**src/rtl/strike_collector.sv**
```systemverilog
// strike_collector
//
// Collects strike requests from up to eight puzzle modules and issues them
// one at a time to the strike counter. A minimum spacing is enforced between
// issued strikes.
//
// Each module input is rising-edge detected. A captured edge sets that
// module's pending bit. The FSM (IDLE -> ISSUE -> HOLDOFF) grants the
// lowest-index pending bit, produces a one-clock strike pulse tagged with its
// one-hot source, and then holds off for HOLDOFF_CYCLES clocks.
//
// Optional feature, enabled by defining the macro STRIKE_BUZZER_EN: a buzzer
// output that is driven high for BUZZ_CYCLES clocks from each ISSUE clock. A
// new ISSUE while the buzzer is on restarts the on-time.
//
// Parameters
//   NUM_MODULES    : number of strike sources (1..8)
//   HOLDOFF_CYCLES : clocks of holdoff after each strike (>= 1)
//   BUZZ_CYCLES    : buzzer on-time per strike (>= 1)
//
// Ports
//   clock         : system clock
//   reset         : synchronous, active-high reset
//   enable        : game running; strikes are captured only while high
//   module_strike : per-module strike request level
//   strike        : one-clock pulse per accepted strike
//   strike_src    : one-hot source of the current strike, zero otherwise
//   buzzer        : buzzer drive (only with STRIKE_BUZZER_EN)
//   busy          : high while issuing, holding off, or any request pending
module strike_collector #(
    parameter int NUM_MODULES    = 6,
    parameter int HOLDOFF_CYCLES = 2700000,
    parameter int BUZZ_CYCLES    = 13500000
) (
    input  logic                   clock,
    input  logic                   reset,
    input  logic                   enable,
    input  logic [NUM_MODULES-1:0] module_strike,
    output logic                   strike,
    output logic [NUM_MODULES-1:0] strike_src,
`ifdef STRIKE_BUZZER_EN
    output logic                   buzzer,
`endif
    output logic                   busy
);

    localparam int CW = $clog2(HOLDOFF_CYCLES + 1);
    localparam logic [CW-1:0] HOLD_LAST = CW'(HOLDOFF_CYCLES - 1);

    typedef enum logic [1:0] {
        IDLE    = 2'd0,
        ISSUE   = 2'd1,
        HOLDOFF = 2'd2
    } state_t;

    state_t                 state_r;
    logic [CW-1:0]          hold_cnt_r;
    logic [NUM_MODULES-1:0] history_r;
    logic [NUM_MODULES-1:0] pending_r;

    logic [NUM_MODULES-1:0] rise_s;
    logic [NUM_MODULES-1:0] grant_s;
    logic [NUM_MODULES-1:0] pending_next_s;
    logic                   hold_done_s;
    logic                   take_s;

    // Edge detect, lowest-index grant and next pending vector.
    always_comb begin
        rise_s  = module_strike & ~history_r;
        grant_s = '0;
        // Descending scan: the last hit written is the lowest index.
        for (int i = NUM_MODULES - 1; i >= 0; i--) begin
            if (pending_r[i]) begin
                grant_s    = '0;
                grant_s[i] = 1'b1;
            end else begin
                grant_s = grant_s;
            end
        end
        hold_done_s = (state_r == HOLDOFF) && (hold_cnt_r == HOLD_LAST);
        // A grant can happen from IDLE, or directly at the end of HOLDOFF so
        // queued strikes are exactly HOLDOFF_CYCLES+1 clocks apart.
        take_s = (|pending_r) && ((state_r == IDLE) || hold_done_s);
        if (enable) begin
            // A new edge ORed in after the clear wins over a same-cycle grant.
            pending_next_s = (pending_r & ~(take_s ? grant_s : {NUM_MODULES{1'b0}})) | rise_s;
        end else begin
            pending_next_s = '0;
        end
    end

    // Edge history tracks the input even in reset so held levels stay silent.
    always_ff @(posedge clock) begin
        history_r <= module_strike;
    end

    // Main FSM, pending register and registered outputs.
    always_ff @(posedge clock) begin
        if (reset) begin
            state_r    <= IDLE;
            hold_cnt_r <= '0;
            pending_r  <= '0;
            strike     <= 1'b0;
            strike_src <= '0;
            busy       <= 1'b0;
        end else begin
            pending_r  <= pending_next_s;
            strike     <= take_s;
            strike_src <= take_s ? grant_s : {NUM_MODULES{1'b0}};
            busy       <= take_s || (state_r == ISSUE) ||
                          ((state_r == HOLDOFF) && !hold_done_s) || (|pending_next_s);
            case (state_r)
                IDLE: begin
                    hold_cnt_r <= '0;
                    state_r    <= take_s ? ISSUE : IDLE;
                end
                ISSUE: begin
                    hold_cnt_r <= '0;
                    state_r    <= HOLDOFF;
                end
                HOLDOFF: begin
                    if (hold_done_s) begin
                        hold_cnt_r <= '0;
                        state_r    <= take_s ? ISSUE : IDLE;
                    end else begin
                        hold_cnt_r <= hold_cnt_r + CW'(1);
                        state_r    <= HOLDOFF;
                    end
                end
                default: begin
                    hold_cnt_r <= '0;
                    state_r    <= IDLE;
                end
            endcase
        end
    end

`ifdef STRIKE_BUZZER_EN
    localparam int BW = $clog2(BUZZ_CYCLES + 1);

    logic [BW-1:0] buzz_cnt_r;

    // Buzzer on-time counter; counts remaining clocks after the current one.
    always_ff @(posedge clock) begin
        if (reset) begin
            buzzer     <= 1'b0;
            buzz_cnt_r <= '0;
        end else if (take_s) begin
            buzzer     <= 1'b1;
            buzz_cnt_r <= BW'(BUZZ_CYCLES - 1);
        end else if (buzzer) begin
            if (buzz_cnt_r == '0) begin
                buzzer <= 1'b0;
            end else begin
                buzz_cnt_r <= buzz_cnt_r - BW'(1);
            end
        end else begin
            buzz_cnt_r <= '0;
        end
    end
`endif

endmodule

```
**config.mk**
```make
export PLATFORM = sky130hd
export DESIGN_NAME = strike_collector
export DESIGN_NICKNAME = d
export VERILOG_FILES = /design/src/rtl/strike_collector.sv
export SDC_FILE = /design/constraint.sdc
export NUM_CORES = 1
export LEC_CHECK = 0
export ABC_AREA = 0
export CAP_MARGIN = 0
export CORE_MARGIN = 2
export CORE_UTILIZATION = 30
export DETAILED_ROUTE_END_ITERATION = 8
export PLACE_DENSITY = 0.56
export RECOVER_POWER = 25
export SLEW_MARGIN = 10
export SYNTH_ARGS = -nofsm -noshare
export SYNTH_HDL_FRONTEND = slang
export SYNTH_SLANG_ARGS = --single-unit
```
**constraint.sdc**
```tcl
create_clock -name clock -period 2.35 [get_ports clock]
set_input_delay 0.235 -clock clock [delete_from_list [all_inputs] [get_ports clock]]
set_output_delay 0.235 -clock clock [all_outputs]
set_load 0.01 [all_outputs]
```
==> qor.csv <==
metric;value;unit
critPathSlowestCell;dfxtp_1;
status;completed;
power.density;695;mW/mm2
path_cells;ha_1, and4_1, nand4_1, o21ai_2, nand2b_1, buf_4, nor2_1;
finalSetupTns;0;ns
layout_min_cycle_time;1.95;ns
die_width;80.8;um
avgSynthCellArea;9.47;um2
finalNonFillerCells;282;
yosysTopAreaCell;dfxtp_1;
dp.cells;274;
cts_hold_buf;0;
nets;219;
setup_viol;0;
ant_nets;0;
drive_gt1_share;6.67;%
drt_iter0_markers;71;
dp_hpwl;2280;um
synth.distinct_cells;37;
grt_use_total;11.1;%
required;2.54;ns
path_buf_inv;1;
yosys_most_used_dff;dfxtp_1;
async_flop_share;0;%
portBuffers;16;
ys_warn_count;0;
totalWireLength;3280;um
cts.sinks;44;
fp.dieH;80.8;um
tightest_slew;0.351;ns
synthesis.instances;187;
max_stage_delay;0.36;ns
grt_setup_unrepaired;false;
power_leakage;0.769;nW
fin_util;38.0;%
fmax;0.513;GHz
dieArea;0.00653;mm2
drcViolationCount;0;
clkLatencyLatePin;0.30;ns
io_pins;17;
synth.area.top_cells;dfxtp_1, nor2_1, xor2_1, xnor2_1, nand2b_1;
ys_seq_elements;44;
grt.overflow.total;0;
core;0.00561;mm2
row_count;27;
finalCritPeriodShare;83.0;%
cp-start-kind;flip-flop;
peakVddDrop;0.276;mV
root_buffer;clkbuf_8;
diodes;0;
clockBufferDepth;2;
synth.cell_area;0.00177;mm2
max_slew_margin;76.0;%
place_congestion;0.714;
skew;0.00680;ns
vias;1348;
antenna_found_initial;0;
ctsResizeCount;0;
synthToLayoutAreaGrowth;20.4;%
yosysSeqAreaShare;49.8;%
synth_top_cell_area_share;49.8;%
cts_setup_buffers;0;
syn_nets;197;
hold_class;flip-flop to flip-flop;
crit_type;flip-flop to flip-flop;
synth_edf_count;0;
grt_pass1_wl;5510;um
wl_per_cell;11.6;um
placedInstanceArea;0.00201;mm2
htreeDepth;2;
cpLargestDelayFamily;simple AND/OR/NAND/NOR gates;
cp_max_fo;22;
grt_max_degree;23;
cts_tree;built;
end_kind;flip-flop;
initial_core_util;31.6;%
fillCellCount;603;
final_area;0.00213;mm2
drv_cap;0;
drt_pass1_iterations;4;
final-hold-violation-count;0;
grt_pass1_vias;1255;
cts-buffers-inserted;5;
critPathArrivalTime;2.14;ns
clk_pin_slew;0.08;ns
slew_violations;0;
routed_via_density;4.78;
==> area by class of cell <==
cell class | instances | area, um2 | share of cell area (%)
clock buffer | 6 | 82.6 | 3.88
clock inverter | 2 | 38.8 | 1.82
inverter | 6 | 22.5 | 1.06
multi-input combinational | 134 | 841 | 39.5
sequential | 44 | 881 | 41.3
tap | 72 | 90.1 | 4.23
timing repair buffer | 18 | 175 | 8.22
==> synth_stat cells (2+ instances only) <==
cell type / number
nor4b_1: 2
xor2_1: 11
nor4_1: 2
xnor2_1: 9
nand3_1: 6
buf_4: 2
and4_1: 5
and2_1: 3
and3_1: 5
dfxtp_1: 44
o21ai_0: 5
nand2b_1: 9
nor2_1: 27
inv_1: 6
nor4bb_1: 2
o31ai_1: 2
a31oi_1: 2
nand4_1: 7
a21oi_1: 6
or3_1: 3
nand2_1: 11
nor3_1: 3
==> state kept, by name, indices dropped and copies added (netlist names) <==
| register | cells |
|---|---|
| state_r | 2 |
| busy | 1 |
| strike | 1 |
| history_r | 6 |
| pending_r | 6 |
| strike_src | 6 |
| hold_cnt_r | 22 |
==> report_power, final <==
group,switching [mW],internal [mW]
combinational,0.0473,0.0453
sequential,0.0131,0.763
clock,0.264,0.348
total,0.324,1.16
==> per-layer routing <==
metal / global-route usage (%) / wire, um
met4: 6.61 / 85
met1: 14.1 / 1660
met5: 0 / 0
met3: 3.00 / 115
met2: 16.9 / 1420
==> kinds of logic (layout without fill, tap and decap cells) <==
| logic type | count (synthesis) | after routing | synth area share [%] |
|---|---|---|---|
| buf+inv | 9 | 32 | 2.76 |
| fa+ha+maj | 1 | 1 | 0.707 |
| flops | 44 | 44 | 49.8 |
| compound gates | 23 | 23 | 9.12 |
| simple gates | 90 | 90 | 27.8 |
| xor+xnor | 20 | 20 | 9.89 |
==> final timing paths <==
check | depth (start not counted) | from | end | slack (ns)
worst max-delay path | 7 | hold_cnt_r[0]$_SDFF_PP0_ | hold_cnt_r[15]$_SDFF_PP0_ | 0.40
worst min-delay path | 1 | hold_cnt_r[0]$_SDFF_PP0_ | hold_cnt_r[0]$_SDFF_PP0_ | 0.45
worst max register to register | 7 | hold_cnt_r[0]$_SDFF_PP0_ | hold_cnt_r[15]$_SDFF_PP0_ | 0.40
worst min register to register | 1 | hold_cnt_r[0]$_SDFF_PP0_ | hold_cnt_r[0]$_SDFF_PP0_ | 0.45
==> cells in the final DEF, fill, tap and decap left out, types with 2 or more instances in the layout <==
cell type / count
and4_1: 5
nand2b_1: 9
o31ai_1: 2
dlygate4sd3_1: 13
xor2_1: 11
buf_4: 2
nand3_1: 6
dfxtp_1: 44
nor4b_1: 2
nor3_1: 3
clkbuf_8: 6
a31oi_1: 2
nand2_1: 11
clkdlybuf4s50_1: 3
and3_1: 5
nand4_1: 7
o21ai_0: 5
nor4bb_1: 2
a21oi_1: 6
inv_1: 6
xnor2_1: 9
nor2_1: 27
nor4_1: 2
and2_1: 3
or3_1: 3
==> per-stage QoR <==
stage / power, mW / worst slack, ns / hold slack [ns]
detailed placement: 0.890 / 0.416 / 0.436
CTS: 1.51 / 0.399 / 0.385
finish: 1.48 / 0.400 / 0.448
floorplan: 0.853 / 0.693 / 0.263
global route: 1.54 / 0.202 / 0.490
global placement: 0.891 / 0.455 / 0.432
Power figures use the tool's default switching activity.
